### src/rtl/mem_arb_rvdmem.sv
// Two-port arbiter in front of one single-port synchronous data memory, with a per-port lock.
// Define MEM_ARB_RR_EN for round-robin conflict resolution; otherwise port 0 wins every conflict.
//
// lock_state | meaning
// UNLOCKED   | either port may be granted; conflicts resolved by priority policy
// LOCKED0    | only port 0 may be granted; port 1 is held off
// LOCKED1    | only port 1 may be granted; port 0 is held off
module mem_arb_rvdmem #(
    parameter int DATA_WIDTH = 64,
    parameter int ADDR_WIDTH = DATA_WIDTH,
    parameter int DATA_BYTES = DATA_WIDTH / 8
) (
    input  logic                  clk,
    input  logic                  rst,
    input  logic                  req0_valid,
    output logic                  req0_ready,
    input  logic                  req0_lock,
    input  logic [ADDR_WIDTH-1:0] req0_addr,
    input  logic [DATA_WIDTH-1:0] req0_wdata,
    input  logic [DATA_BYTES-1:0] req0_wen,
    input  logic                  req1_valid,
    output logic                  req1_ready,
    input  logic                  req1_lock,
    input  logic [ADDR_WIDTH-1:0] req1_addr,
    input  logic [DATA_WIDTH-1:0] req1_wdata,
    input  logic [DATA_BYTES-1:0] req1_wen,
    output logic                  rsp0_valid,
    output logic [DATA_WIDTH-1:0] rsp0_rdata,
    output logic                  rsp1_valid,
    output logic [DATA_WIDTH-1:0] rsp1_rdata,
    output logic [ADDR_WIDTH-1:0] mem_addr,
    output logic [DATA_WIDTH-1:0] mem_wdata,
    output logic [DATA_BYTES-1:0] mem_wen,
    input  logic [DATA_WIDTH-1:0] mem_rdata
);

    typedef enum logic [1:0] {
        UNLOCKED = 2'd0,
        LOCKED0  = 2'd1,
        LOCKED1  = 2'd2
    } lock_state_t;

    lock_state_t lock_state, lock_state_nxt;
    logic        rsp_pending, rsp_owner;
    logic        grant0, grant1, prio0;

`ifdef MEM_ARB_RR_EN
    logic rr_last;

    always_ff @(posedge clk or posedge rst) begin
        if (rst) begin
            rr_last <= 1'b1;
        end else if (grant0 || grant1) begin
            rr_last <= grant1;
        end
    end

    // Port 0 wins a conflict only when port 1 was the last one served.
    assign prio0 = rr_last;
`else
    assign prio0 = 1'b1;
`endif

    always_ff @(posedge clk or posedge rst) begin
        if (rst) begin
            lock_state <= UNLOCKED;
        end else begin
            lock_state <= lock_state_nxt;
        end
    end

    // Grants are suppressed while in reset so no write reaches the memory.
    always_comb begin
        grant0         = 1'b0;
        grant1         = 1'b0;
        lock_state_nxt = lock_state;
        if (!rst) begin
            case (lock_state)
                UNLOCKED: begin
                    grant0 = req0_valid && (!req1_valid || prio0);
                    grant1 = req1_valid && !grant0;
                end
                LOCKED0: grant0 = req0_valid;
                LOCKED1: grant1 = req1_valid;
                default: ;
            endcase
        end
        if (grant0) begin
            if (req0_lock) begin
                lock_state_nxt = LOCKED0;
            end else if (lock_state == LOCKED0) begin
                lock_state_nxt = UNLOCKED;
            end
        end else if (grant1) begin
            if (req1_lock) begin
                lock_state_nxt = LOCKED1;
            end else if (lock_state == LOCKED1) begin
                lock_state_nxt = UNLOCKED;
            end
        end
    end

    assign req0_ready = grant0;
    assign req1_ready = grant1;

    assign mem_addr  = grant1 ? req1_addr  : req0_addr;
    assign mem_wdata = grant1 ? req1_wdata : req0_wdata;
    assign mem_wen   = grant1 ? req1_wen : (grant0 ? req0_wen : '0);

    always_ff @(posedge clk or posedge rst) begin
        if (rst) begin
            rsp_pending <= 1'b0;
            rsp_owner   <= 1'b0;
        end else begin
            rsp_pending <= grant0 || grant1;
            if (grant0 || grant1) begin
                rsp_owner <= grant1;
            end
        end
    end

    assign rsp0_valid = rsp_pending && !rsp_owner;
    assign rsp1_valid = rsp_pending && rsp_owner;
    assign rsp0_rdata = mem_rdata;
    assign rsp1_rdata = mem_rdata;

endmodule

### config.mk
export PLATFORM = sky130hd
export DESIGN_NAME = mem_arb_rvdmem
export DESIGN_NICKNAME = d
export VERILOG_FILES = /design/src/rtl/mem_arb_rvdmem.sv
export SDC_FILE = /design/constraint.sdc
export NUM_CORES = 1
export LEC_CHECK = 0
export CORE_AREA = 2 2 239 241
export CTS_CLUSTER_DIAMETER = 30
export DETAILED_ROUTE_END_ITERATION = 8
export DIE_AREA = 0 0 241 243
export PLACE_DENSITY = 0.36
export SYNTH_ARGS = -nofsm -noshare
export SYNTH_HDL_FRONTEND = slang
export SYNTH_SLANG_ARGS = --single-unit
### constraint.sdc
create_clock -name clk -period 3.5 [get_ports clk]
set_input_delay 0.525 -clock clk [delete_from_list [all_inputs] [get_ports clk]]
set_output_delay 0.525 -clock clk [all_outputs]
set_load 0.02 [all_outputs]
==> results of run 1 <==
-- path summary, 6_finish.rpt --
path | startpoint | endpoint | slack (ns) | cells after the start
setup / recovery | req1_valid | mem_wdata[51] | 0.12 | 7
hold / removal | lock_state[0] | lock_state[0] | 0.50 | 1
max in group asynchronous | rst | rsp_pending | 2.80 | 2
hold reg to reg | lock_state[0] | lock_state[0] | 0.50 | 1
setup reg to reg | lock_state[0] | rsp_owner | 2.01 | 5
min in group asynchronous | rst | lock_state[0] | 0.53 | 2
-- worst reg2reg max path: stages (launching register included) --
cell,delay [ns]
sky130_fd_sc_hd__dfrtp_1,0.36
sky130_fd_sc_hd__or3b_1,0.42
sky130_fd_sc_hd__a21o_4,0.24
sky130_fd_sc_hd__buf_12,0.15
sky130_fd_sc_hd__buf_4,0.17
sky130_fd_sc_hd__o21ai_0,0.07
-- synthesized netlist by cell type --
cell type,n,area (sq um)
sky130_fd_sc_hd__buf_4,128,961
sky130_fd_sc_hd__mux2_4,88,1320
sky130_fd_sc_hd__mux2_2,41,462
sky130_fd_sc_hd__buf_6,10,113
sky130_fd_sc_hd__a22o_1,8,70.1
sky130_fd_sc_hd__buf_2,5,25.0
sky130_fd_sc_hd__dfrtp_1,4,100
sky130_fd_sc_hd__inv_1,3,11.3
sky130_fd_sc_hd__o21ai_0,2,10.0
sky130_fd_sc_hd__a21o_1,1,7.51
sky130_fd_sc_hd__and2_1,1,6.26
sky130_fd_sc_hd__and3_1,1,6.26
sky130_fd_sc_hd__clkbuf_1,1,3.75
sky130_fd_sc_hd__clkinv_1,1,3.75
sky130_fd_sc_hd__nand2b_1,1,6.26
sky130_fd_sc_hd__nor2b_1,1,6.26
sky130_fd_sc_hd__o21a_1,1,7.51
sky130_fd_sc_hd__or3b_1,1,8.76
-- routing by layer --
layer / up-vias / GRT usage (%)
met2: 346 / 9.24
met5: - / 0
li1: 1483 / -
met1: 1392 / 5.77
met4: 0 / 0.399
met3: 13 / 2.81
-- per-stage QoR --
step	instances	utilization [%]	setup TNS [ns]	area, sq um	total power [mW]
floorplan	298	-	0	3130	1.09
global placement	1340	13.0	-0.00730	7280	1.73
detailed placement	1340	13.0	-0.0102	7280	1.72
CTS	1346	13.2	0	7400	1.93
global route	1346	13.2	0	7400	2.00
finish	1346	13.2	0	7400	1.90
-- power breakdown --
| group | total (mW) | switching (mW) | internal [mW] |
|---|---|---|---|
| registers | 0.0763 | 0.00890 | 0.0674 |
| clock network | 0.175 | 0.0296 | 0.146 |
| logic | 1.65 | 0.664 | 0.983 |
-- area by class of cell --
| type | count | area (sq um) | share of cell area [%] |
|---|---|---|---|
| tap | 756 | 946 | 12.8 |
| inverter | 4 | 15.0 | 0.203 |
| multi-input combinational | 146 | 1920 | 25.9 |
| timing repair buffer | 433 | 4350 | 58.7 |
| sequential | 4 | 100 | 1.35 |
| clock buffer | 3 | 75.1 | 1.01 |
-- state kept, by name (all words and copies together) (netlist names) --
name and count:
lock_state 2, rsp_owner 1, rsp_pending 1
-- cells by family (layout without fill, tap and decap cells) --
kind of cell	count (synthesis)	after routing
compound gates	12	12
flops	4	4
buf+inv	148	440
simple gates	5	5
mux	129	129
==> flow_summary.json, run 1 <==
{
  "num_vias": 3234,
  "status": "finished, final reports clean",
  "worstPathArrival_ns": 2.85,
  "power.density_mw_per_mm2": 257,
  "fin_skew_ns": 0.00200,
  "dr.first_iter.drc_count": 28,
  "overall_fraction_of_global_route_tracks_in_use_pct": 5.26,
  "synth_compound_gate_area_share_pct": 3.04,
  "report.final.hold_viol_count": 0,
  "synth_fa_ha_area_share_pct": 0,
  "clk-insertion-delay-late_ns": 0.22,
  "core_sq_mm": 0.0560,
  "commonest_non_fill_non_tap_cells_in_the_layout": "sky130_fd_sc_hd__clkdlybuf4s50_1 (413), sky130_fd_sc_hd__mux2_4 (88), sky130_fd_sc_hd__mux2_2 (41), sky130_fd_sc_hd__buf_4 (15), sky130_fd_sc_hd__a22o_1 (8)",
  "leakagePower_nw": 2.89,
  "cts_tree": "done",
  "mappedNetlistNets": 640,
  "synth-simple-area-share_pct": 1.08,
  "layout.nets": 934,
  "syn-mean-instance-area_sq_um": 10.5,
  "post_cts.resized_instances": 0,
  "wire_length_on_met2_mm": 8.29,
  "cp_data_required_time_ns": 2.97,
  "initial_utilization_pct": 5.59,
  "grt_first_pass_wirelength_mm": 22.6,
  "finalCriticalPeriod_ns": 3.38,
  "largest_family_of_logic_cells_by_synthesized_area": "multiplexers",
  "boundaryPins": 610,
  "fill_cells": 6393,
  "critPathLaunchType": "primary input",
  "fin_worst_hold_slack_ns": 0.498,
  "ys_seq_elements": 4,
  "transition_time_at_the_pin_with_the_least_slew_margin_ns": 0.578,
  "worst_path_dominant_cell_family": "buffers and inverters",
  "number_of_i_o_port_buffers": 417,
  "max-clock-path-buffers": 2,
  "clock_tree.htree_level_count": 1,
  "post_cts_hold_buffer_count": 0,
  "antenna_cells_inserted": 0,
  "tritoncts.num_buffers": 3,
  "route.top_layer_used": "met4",
  "muxShareOfSynthArea_pct": 57.0,
  "fmax_ghz": 0.296,
  "final.period_utilization_pct": 96.5,
  "num_rows": 87,
  "final_antenna_net_count": 0,
  "postLayoutSetupSlackWorst_ns": 0.122,
  "die_y_microns": 243,
  "finalSetupViolCount": 0,
  "met3WireLength_mm": 2.65,
  "yosys_warnings": 0,
  "vdd_drop_max_mv": 0.226,
  "synth_cell_type_count": 18,
  "cts.sinks": 4,
  "cts_root_buf": "sky130_fd_sc_hd__clkbuf_16",
  "die_w_microns": 241,
  "die_area_sq_mm": 0.0586,
  "critPathSlowestCell": "sky130_fd_sc_hd__clkdlybuf4s50_1",
  "dpl_worst_slack_ns": -0.0102,
  "grt_start_max_net_pins": 27,
  "syn_area_sq_mm": 0.00313,
  "critical_path_class": "in -> out",
  "rsz0062_at_grt": "no",
  "final-max-slew-violation-count": 0,
  "grt_overflow": 0,
  "drt_drc_violations_left": 0,
  "synthXorXnorAreaFrac_pct": 0,
  "clkSlewWorstSetupHoldPaths_ns": 0.03,
  "finalWirelength_mm": 17.8,
  "min-delay-path-class": "reg -> reg",
  "route.detailed.vias_per_inst": 2.40,
  "crit_fanout": 25,
  "syn_inst": 298,
  "most_common_library_cell_in_the_layout_ignoring_fill_and_taps": "sky130_fd_sc_hd__clkdlybuf4s50_1",
  "initial_antenna_violation_count": 0,
  "relSlewSlack_pct": 61.4,
  "synth.yosys.seq_area_share_pct": 3.20,
  "detailed_place_hpwl_mm": 15.9,
  "critical_path.endpoint_type": "output pin",
  "crit_buf_inv": 4,
  "drive_above_1_share_pct": 25.9,
  "cell_chain_critical_path": "clkdlybuf4s50_1, or3b_1, a21o_4, buf_12, buf_12, mux2_4, clkdlybuf4s50_1",
  "max_cap_check_violation_count": 0,
  "cts_setup_buffers": 3,
  "place_congestion": 0.805,
  "cp_slowest_stage_delay_ns": 0.54,
  "drt-met1-wl_mm": 6.75,
  "mean_routed_wirelength_per_cell_microns": 13.2,
  "firstDrtPassIters": 3,
  "number_of_global_route_vias_before_repair": 3357,
  "areaGrowthSynthToFinish_pct": 137
}
(Power assumes the default switching activity.)
==> run 2, diff against run 1 <==
- MAX_ROUTING_LAYER: unset -> met4
==> flow_summary.json, run 2 (synthesized netlist as in run 1, its figures left out) <==
{
  "status": "finished, final reports clean",
  "hold_wc_startpoint": "lock_state[0]",
  "crit_fanout": 25,
  "die_y_microns": 243,
  "grt_start_max_net_pins": 27,
  "grt_first_pass_wirelength_mm": 22.5,
  "max-clock-path-buffers": 2,
  "antenna_cells_inserted": 0,
  "commonest_non_fill_non_tap_cells_in_the_layout": "sky130_fd_sc_hd__clkdlybuf4s50_1 (413), sky130_fd_sc_hd__mux2_4 (88), sky130_fd_sc_hd__mux2_2 (41), sky130_fd_sc_hd__buf_4 (15), sky130_fd_sc_hd__a22o_1 (8)",
  "num_vias": 3232,
  "die_w_microns": 241,
  "fmax_ghz": 0.296,
  "cts.sinks": 4,
  "finalSetupViolCount": 0,
  "final.period_utilization_pct": 96.6,
  "final_antenna_net_count": 0,
  "most_common_library_cell_in_the_layout_ignoring_fill_and_taps": "sky130_fd_sc_hd__clkdlybuf4s50_1",
  "number_of_flip_flops_in_the_largest_register": 2,
  "reg2reg_depth": 5,
  "grt_overflow": 0,
  "core_sq_mm": 0.0560,
  "report.final.hold_viol_count": 0,
  "instances_no_fill": 1346,
  "finalCriticalPeriod_ns": 3.38,
  "layout.area.seq_sq_um": 100,
  "power.density_mw_per_mm2": 257,
  "firstDrtPassIters": 4,
  "critPathLaunchType": "primary input",
  "rsz0062_at_grt": "no",
  "place_congestion": 0.816,
  "route.detailed.vias_per_inst": 2.40,
  "dpl_worst_slack_ns": -0.0102,
  "die_area_sq_mm": 0.0586,
  "r2r_setup_slack_ns": 2.01,
  "drt_drc_violations_left": 0,
  "biggestRegsByFlops": "lock_state x2, rsp_owner x1, rsp_pending x1",
  "regMostFlops": "lock_state",
  "dr.first_iter.drc_count": 32,
  "post_cts_hold_buffer_count": 0,
  "clkSlewWorstSetupHoldPaths_ns": 0.03,
  "fill_cells": 6393,
  "placedCellCount": 1340,
  "max_cap_check_violation_count": 0,
  "post-layout-total-power_mw": 1.90,
  "clk-insertion-delay-late_ns": 0.22,
  "number_of_i_o_port_buffers": 417,
  "boundaryPins": 610,
  "postLayoutSetupSlackWorst_ns": 0.121,
  "cp_data_required_time_ns": 2.97,
  "relSlewSlack_pct": 61.4,
  "vdd_drop_max_mv": 0.226,
  "tritoncts.num_buffers": 3,
  "number_of_global_route_vias_before_repair": 3366,
  "drive_above_1_share_pct": 25.9,
  "cts_tree": "done",
  "holdPathEnd": "lock_state[0]",
  "layout.nets": 934,
  "min-delay-path-class": "reg -> reg",
  "worstPathArrival_ns": 2.85,
  "hold-path-cell-count": 1,
  "fin_skew_ns": 0.00199,
  "areaGrowthSynthToFinish_pct": 137,
  "overall_fraction_of_global_route_tracks_in_use_pct": 5.40,
  "transition_time_at_the_pin_with_the_least_slew_margin_ns": 0.578,
  "final-max-slew-violation-count": 0,
  "leakagePower_nw": 2.89,
  "cts_root_buf": "sky130_fd_sc_hd__clkbuf_16",
  "multiInputGateArea_sq_mm": 0.00192,
  "initial_utilization_pct": 5.59,
  "critical_path.endpoint_type": "output pin",
  "worst_r2r_startpoint": "lock_state[0]",
  "clock_tree.htree_level_count": 1,
  "detailed_place_hpwl_mm": 15.9,
  "num_rows": 87,
  "critical_path_class": "in -> out",
  "initial_antenna_violation_count": 0,
  "finalWirelength_mm": 17.8,
  "crit-reg2reg-capture": "rsp_owner",
  "mean_routed_wirelength_per_cell_microns": 13.2,
  "post_cts.resized_instances": 0
}
## run 2: per-stage QoR
stage	setup TNS, ns	util, %	hold slack (ns)	cell area (sq um)
6_report	0	13.2	0.498	7400
5_1_grt	0	13.2	0.530	7400
4_1_cts	0	13.2	0.504	7400
3_5_place_dp	-0.0102	13.0	0.497	7280
3_3_place_gp	-0.00730	13.0	0.495	7280
2_1_floorplan	0	-	0.297	3130
## run 2: per-layer routing
layer / GRT usage, % / wire length [microns] / vias to the layer above / share of wire [%]
met4: 0.399 / 68 / 0 / 0.38
met1: 5.95 / 6900 / 1397 / 39
met5: - / 0 / - / 0
met2: 9.17 / 8250 / 339 / 46
li1: - / - / 1483 / -
met3: 2.54 / 2540 / 13 / 14
## run 2: cell type report
cell class / instances / share of cell area, %
Clock buffer: 3 / 1.01
Inverter: 4 / 0.203
Multi-Input combinational cell: 146 / 25.9
Sequential cell: 4 / 1.35
Tap cell: 756 / 12.8
Timing Repair Buffer: 433 / 58.7
## run 2: worst max-delay path, cell delays in order
cell and delay, ns:
sky130_fd_sc_hd__clkdlybuf4s50_1 0.45, sky130_fd_sc_hd__or3b_1 0.39, sky130_fd_sc_hd__a21o_4 0.24, sky130_fd_sc_hd__buf_12 0.15, sky130_fd_sc_hd__buf_12 0.18, sky130_fd_sc_hd__mux2_4 0.34, sky130_fd_sc_hd__clkdlybuf4s50_1 0.54
## run 2: power breakdown
part	switching, mW	internal [mW]
clock	0.0296	0.146
sequential	0.00889	0.0674
combinational	0.665	0.984
## run 2: repair_timing
action	4_1_cts	5_1_grt
endpoints found under the setup margin	1	0
endpoints found under the hold margin	0	0
setup buffers	3	0
## run 2: worst max path at each step
stage / endpoint / startpoint / slack (ns)
2_1_floorplan: mem_addr[38] / rst / 1.17
3_3_place_gp: mem_wen[6] / req1_valid / -0.007
3_5_place_dp: mem_wen[6] / req1_valid / -0.01
4_1_cts: mem_wdata[51] / req1_valid / 0.1
5_1_grt: mem_wdata[50] / req1_valid / 0.04
6_report: mem_wdata[50] / req1_valid / 0.12
